$ cat src/rtl/e_digit_streamer.sv
// e_digit_streamer: turns a captured fixed-point e value into an ASCII "I.ddd...d" byte stream.
// Define E_DIGIT_STREAMER_CRLF_EN to append CR/LF after the last digit.
module e_digit_streamer #(
  parameter int WORDS   = 32,
  parameter int NDIGITS = 150
) (
  input  logic                clk_i,
  input  logic                rst_i,
  input  logic                in_valid_i,
  input  logic [16*WORDS-1:0] in_data_i,
  output logic                in_ready_o,
  output logic [7:0]          dout_o,
  output logic                dout_valid_o,
  input  logic                dout_ready_i,
  output logic                dout_last_o,
  output logic                busy_o
);

  localparam int IDX_W = (WORDS > 2) ? $clog2(WORDS) : 1;
  localparam int CNT_W = (NDIGITS > 1) ? $clog2(NDIGITS + 1) : 1;
  localparam logic [IDX_W-1:0] LAST_IDX = IDX_W'(WORDS - 2);
  localparam logic [CNT_W-1:0] LAST_CNT = CNT_W'(NDIGITS - 1);

  typedef enum logic [2:0] {
    IDLE, INT, DOT, MUL, EMIT
`ifdef E_DIGIT_STREAMER_CRLF_EN
    , CR, LF
`endif
  } state_e;

  state_e                  state_q, state_d;
  logic [15:0]             int_q, int_d;
  logic [WORDS-2:0][15:0]  frac_q, frac_d;
  logic [IDX_W-1:0]        idx_q, idx_d;
  logic [3:0]              carry_q, carry_d;
  logic [CNT_W-1:0]        cnt_q, cnt_d;
  logic [19:0]             mulProd;
  logic                    handshake;

  // One fraction word times ten plus the carry from the word below; carry stays 0..9.
  assign mulProd   = 20'(frac_q[idx_q]) * 20'd10 + 20'(carry_q);
  assign handshake = dout_valid_o && dout_ready_i;
  assign in_ready_o = (state_q == IDLE);
  assign busy_o     = ~in_ready_o;

  always_ff @(posedge clk_i) begin
    if (rst_i) begin
      state_q <= IDLE;
      int_q   <= '0;
      frac_q  <= '0;
      idx_q   <= '0;
      carry_q <= '0;
      cnt_q   <= '0;
    end else begin
      state_q <= state_d;
      int_q   <= int_d;
      frac_q  <= frac_d;
      idx_q   <= idx_d;
      carry_q <= carry_d;
      cnt_q   <= cnt_d;
    end
  end

  always_comb begin
    state_d      = state_q;
    int_d        = int_q;
    frac_d       = frac_q;
    idx_d        = idx_q;
    carry_d      = carry_q;
    cnt_d        = cnt_q;
    dout_o       = 8'h00;
    dout_valid_o = 1'b0;
    dout_last_o  = 1'b0;
    case (state_q)
      IDLE: begin
        if (in_valid_i) begin
          int_d   = in_data_i[16*WORDS-1 -: 16];
          frac_d  = in_data_i[16*WORDS-17:0];
          cnt_d   = '0;
          state_d = INT;
        end
      end
      INT: begin
        dout_valid_o = 1'b1;
        dout_o       = (int_q <= 16'd9) ? {4'h3, int_q[3:0]} : 8'h3F;
        if (handshake) state_d = DOT;
      end
      DOT: begin
        dout_valid_o = 1'b1;
        dout_o       = 8'h2E;
        if (handshake) begin
          idx_d   = '0;
          carry_d = '0;
          state_d = MUL;
        end
      end
      MUL: begin
        frac_d[idx_q] = mulProd[15:0];
        carry_d       = mulProd[19:16];
        idx_d         = idx_q + 1'b1;
        if (idx_q == LAST_IDX) state_d = EMIT;
      end
      EMIT: begin
        dout_valid_o = 1'b1;
        dout_o       = {4'h3, carry_q};
`ifndef E_DIGIT_STREAMER_CRLF_EN
        dout_last_o  = (cnt_q == LAST_CNT);
`endif
        if (handshake) begin
          cnt_d = cnt_q + 1'b1;
          if (cnt_q == LAST_CNT) begin
`ifdef E_DIGIT_STREAMER_CRLF_EN
            state_d = CR;
`else
            state_d = IDLE;
`endif
          end else begin
            idx_d   = '0;
            carry_d = '0;
            state_d = MUL;
          end
        end
      end
`ifdef E_DIGIT_STREAMER_CRLF_EN
      CR: begin
        dout_valid_o = 1'b1;
        dout_o       = 8'h0D;
        if (handshake) state_d = LF;
      end
      LF: begin
        dout_valid_o = 1'b1;
        dout_o       = 8'h0A;
        dout_last_o  = 1'b1;
        if (handshake) state_d = IDLE;
      end
`endif
      default: state_d = IDLE;
    endcase
  end

endmodule

$ cat config.mk
export PLATFORM = sky130hd
export DESIGN_NAME = e_digit_streamer
export DESIGN_NICKNAME = d
export VERILOG_FILES = /design/src/rtl/e_digit_streamer.sv
export SDC_FILE = /design/constraint.sdc
export NUM_CORES = 1
export LEC_CHECK = 0
export CAP_MARGIN = 20
export CORE_MARGIN = 3
export CORE_UTILIZATION = 54
export CTS_BUF_LIST = sky130_fd_sc_hd__clkbuf_2 sky130_fd_sc_hd__clkbuf_4 sky130_fd_sc_hd__clkbuf_8
export DETAILED_ROUTE_END_ITERATION = 7
export PLACE_DENSITY = 0.83
export SLEW_MARGIN = 5
export SYNTH_ARGS = -nofsm -noshare
export SYNTH_HDL_FRONTEND = slang
export SYNTH_SLANG_ARGS = --single-unit
$ cat constraint.sdc
create_clock -name clk_i -period 7.75 [get_ports clk_i]
set_input_delay 1.55 -clock clk_i [delete_from_list [all_inputs] [get_ports clk_i]]
set_output_delay 1.55 -clock clk_i [all_outputs]
set_load 0.02 [all_outputs]
# Word-level counts from Yosys, hierarchy flattened
# Cells that the tools add are included.
# Widths: inputs -> output; s select.
totals:
  register_bits: 532
  output_inout_bits: 12
op_classes:
  mux: 29
  n_mul: 1
  eq_ne: 12
  bitwise_logic: 1
  add_sub_neg: 3
  order_cmp: 3
  n_reduce_logical: 12
op_table:
  columns: ["op", "count"]
  rows:
  - ["$pmux 496 s2", 1]
  - ["$bwmux 496", 1]
  - ["$mux 496", 1]
  - ["$bmux 16 s5", 1]
  - ["$demux 16 s5", 1]
  - ["$mux 16", 2]
  - ["$add 20x4->20", 1]
  - ["$mul 16x3->19 const B", 1]
  - ["$pmux 6 s3", 1]
  - ["$le 16x4->1 const B", 1]
  - ["$mux 4", 4]
  - ["$mux 8", 2]
  - ["$pmux 8 s2", 1]
  - ["$mux 3", 5]
  - ["$mux 5", 3]
  - ["$pmux 3 s5", 1]
  - ["$pmux 5 s3", 1]
  - ["$ne 2x2->1 const B", 6]
  - ["$pmux 4 s3", 1]
  - ["$add 8x1->8 const B", 1]
  - ["$eq 8x8->1 const B", 1]
  - ["$eq 3x2->1 const B", 2]
  - ["$lt 5x6->1 const B", 1]
  - ["$add 5x1->5 const B", 1]
  - ["16 further kinds", 20]

# Longest topological paths before layout
logic_depth:
  word_depth: 6
  depth_mapped: 23

# Worst setup path after synthesis
# No wires, ideal clock.
synth_path:
  kind: "flip-flop to flip-flop"
  from: "reg idx_q[0]"
  to: "reg frac_q[109] in the netlist's numbering"
  slack_ps: 1804
  path_buffers: 7
  path_stages_with_launch: 21
  t_required_ps: 7614
  setup_ps: 136
  synth_period_minus_slack_ps: 5946
  arrival_time_ps: 5810
  cell_sequence: "dfxtp_1 clkbuf_1 buf_2 clkbuf_1 buf_2 buf_2 mux4_2 a22oi_1 o2111ai_1 ha_1 ha_1 fa_1 xnor2_1 or4_4 a2111oi_4 nand4_2 nor2_1 xnor2_1 buf_2 clkbuf_1 o22ai_1"
synth_between:
  elab_chain_cells: 6
synth_rtl:
  columns: ["element", "line", "text"]
  rows:
  - ["from (decl)", "34", "logic [IDX_W-1:0] idx_q, idx_d;"]
  - ["from (signal assigned)", "58", "idx_q <= idx_d;"]
  - ["$bmux 16 s5 (tied with other cells)", "41", "assign mulProd = 20'(frac_q[idx_q]) * 20'd10 + 20'(carry_q);"]
  - ["$mux 16 (not written as such) / $logic_and 1x1->1 (equally long branches)", "41, 98", null]
  - ["$mul 16x3->19 / $mux 16 (equally long branches)", "41, 98", null]
  - ["$add 20x4->20 / $demux 16 s5 (equally long branches)", "41, 98", null]
  - ["$bwmux 496 (*)", "98", "frac_d[idx_q] = mulProd[15:0];"]
  - ["$pmux 496 s2 (*)", "74", "case (state_q)"]
  - ["to (signal assigned)", "57", "frac_q <= frac_d;"]
  - ["to (decl)", "33", "logic [WORDS-2:0][15:0] frac_q, frac_d;"]
# Every way passes the cells marked *; elsewhere a longest branch is shown, timed or not. The select of a mux whose other input is x is not followed.
# A chain may end at the register's enable or synchronous reset.

# Worst setup path in the final report
layout_path:
  from: "reg idx_q[0]"
  to: "reg frac_q[427] in the netlist's numbering"
# Same word-level chain as after synthesis.

==> summary.md <==
| Metric | Value |
|---|---|
| Crit path kind | reg2reg |
| Tot GR Track Use | 46.3% |
| Design Area, Final | 34700 um2 |
| Post-route ant nets | 0 |
| Via count | 29900 |
| Critical path arrival | 7290 ps |
| IO Pins | 528 |
| Die area | 52500 um2 |
| Die width | 229 um |
| Final Hold Viols | 0 |
| DP HPWL | 91.9 mm |
| Clock Tree Root | clkbuf_8 |
| Leak Pwr | 12.2 nW |
| Commonest non-fill, non-tap cell in the layout | dfxtp_1 |
| Fin cells | 4238 |
| Commonest cells after routing, fill and taps aside | dfxtp_1, clkdlybuf4s50_1, a21oi_1 |
| Mapped Cells | 3087 |
| CP Launch Type | register |
| Layout cells sized above 1 | 12.2% |
| DRT Pass-1 Iters | 7 |
| CTS tree | yes |
| Maximum level of the CTS H-tree | 3 |
| Initial Utilization | 54.8% |
| GP Congestion | 1.02 |
| Worst hold stages | 2 |
| CP max FO | 35 |
| Port Buffers | 525 |
| PwrDens | 341 nW/um2 |
| CTS Sinks | 532 |
| Yosys warns | 0 |
| Main flop type after synthesis | dfxtp_1 |
| Clock Latency Late Sink | 740 ps |
| CTS resizes | 0 |
| Final Hold Slack | 457 ps |
| Register area | 10700 um2 |
| Setup_tns | 0 ps |
| Tmin final | 6710 ps |
| Site Rows | 81 |
| Crit. End Element | register |
| Register bit total from synthesis | 532 |
| Wire length per cell | 30.0 um |
| DR vias/cell | 7.06 |
| Ratio of final minimum period to clock period | 86.6% |
| Max-cap violations | 0 |
| Area added between synthesis and finish | 29.0% |
| Grt total ovfl | 0 |
| Die H | 229 um |
| Max-Slew Margin vs Limit | 17.3% |
| Outcome | finished, final reports clean |
| Slew Viols, Final | 0 |
| Maximum vdd drop | 0.230 mV |
| 1st-iter DRT viols | 5210 |
| Largest net degree at the start of global routing | 216 |
| Detailed Route WL | 127 mm |
| CTS Hold Bufs | 0 |
| Max Freq | 149 MHz |
| Clock transition at path regs | 60 ps |
| DRC | 0 |
| Sequential share of the synthesized area | 39.6% |
| Hold Crit Class | reg2reg |
| Synth cell types | 74 |
| RSZ-0062 raised after global routing | no |
| Area of the core | 49100 um2 |
| Fill cell count | 3675 |
| Final number of setup-violating endpoints | 0 |
| Initial antenna violation count | 5 |
| Nets | 4062 |
| Number of global-route vias before repair | 28700 |
| Asr flop ratio synth | 0% |
| EDFF count, synth | 0 |
| Postcts setup bufs | 0 |
| Worst-margin pin slew | 1240 ps |
| CTS max path bufs | 3 |
| First-pass GRT wire length | 184 mm |
| Clk_skew | 63.0 ps |
| Syn Area/Cell | 8.71 um2 |
| Reg2reg path depth | 13 |
| Num CTS Buffers | 88 |
| Cell Count Post-Placement | 4078 |
| Area after DPL | 32700 um2 |
| WP data required | 8330 ps |
| Area taken by multi-input logic gates | 15200 um2 |
| Synth Cell Area | 26900 um2 |
## state kept, by name, summed over array words and instances, names as in the netlist
| signal | count |
|---|---|
| cnt_q | 8 |
| state_q | 3 |
| idx_q | 5 |
| frac_q | 496 |
| int_q | 16 |
| carry_q | 4 |
## routing by layer
metal  routed length, um  up-vias  track usage, %
met4                9060        2            26.5
met5                  13        -               0
met3               17500      583            12.7
met2               56600     2789            72.6
met1               43900    14100            57.7
li1                    -    12400               -
## cell usage after synthesis (all sizes together), types with 4 or more instances
cell type  number  share of area (%)
nand2         409                5.7
and4            4               0.13
o21ba           4               0.15
or4             4               0.13
a2111oi        42                1.9
and2            6               0.14
a31oi           5               0.12
o2111ai         6               0.20
buf            42               0.72
xnor2          17               0.58
nor4           11               0.26
nor2          259                3.6
and3            6               0.14
o21a            5               0.14
a32oi          11               0.36
mux4          122                 10
a22oi         334                9.3
o22ai         122                2.8
o21ai          60                1.1
clkbuf        251                3.5
dfxtp         532                 40
mux2i          15               0.56
o211a           4               0.15
a211oi         48                1.4
nand4          11               0.28
ha             37                1.7
inv             8               0.11
a21oi         418                7.8
or3            40               0.93
nor3           81                1.5
o31ai           5               0.14
o211ai          8               0.22
nand2b         11               0.26
a21o            8               0.22
a221oi         12               0.41
nand3          52               0.97
mux2           13               0.54
xor2           15               0.49
or2             7               0.16
## worst paths after layout
path / slack [ps] / startpoint / end
setup / recovery: 1040 / idx_q[0]$_SDFFE_PP0P_ / frac_q[427]$_SDFFE_PP0P_
hold / removal: 460 / frac_q[226]$_SDFFE_PP0P_ / frac_q[226]$_SDFFE_PP0P_
setup reg to reg: 1040 / idx_q[0]$_SDFFE_PP0P_ / frac_q[427]$_SDFFE_PP0P_
hold reg to reg: 460 / frac_q[226]$_SDFFE_PP0P_ / frac_q[226]$_SDFFE_PP0P_
## power by group
group | total (mW) | internal [mW] | switching, mW
Clock | 2.75 | 1.51 | 1.23
Sequential | 3.84 | 3.38 | 0.469
Combinational | 5.23 | 1.83 | 3.40
Total | 11.8 | 6.72 | 5.11
## metrics by stage
stage                     power [mW]  setup WS, ps  utilization [%]
final                           11.8          1040             70.8
after CTS                       11.5          1130             70.7
after global placement          8.69          1390             66.7
after detailed placement        8.81          1180             66.7
after floorplan                 6.78          1800                -
after global routing            12.1           757             70.7
## final cells by class
type / count / area share (%)
Multi-Input combinational cell: 2253 / 43.7
Clock buffer: 132 / 4.89
Sequential cell: 532 / 30.7
Tap cell: 664 / 2.39
Clock inverter: 21 / 0.689
Inverter: 10 / 0.108
Timing Repair Buffer: 622 / 17.4
Antenna cell: 4 / 0.0288
## critical path, cell delays in order (launching register included)
cell	delay [ps]
dfxtp_4	860
buf_4	560
mux4_2	570
a22oi_1	240
nand4_1	280
ha_1	410
fa_1	460
a211oi_1	670
o21ai_0	230
xor2_1	500
nand3_1	280
xnor2_2	960
o21ai_0	230
a211oi_1	330
## kinds of logic (layout without fill, tap and decap cells)
family,count (synthesis),after routing,synth area share (%)
other,1,6,0.0139
adders and majority gates,39,39,1.87
DFF,532,532,39.6
AOI/OAI and AO/OA,1114,1114,27.1
and+or+nand+nor,916,916,14.6
buffers and inverters,303,785,4.36
muxes,150,150,11.3
xor gates and xnor gates,32,32,1.07
(Power assumes the default switching activity.)
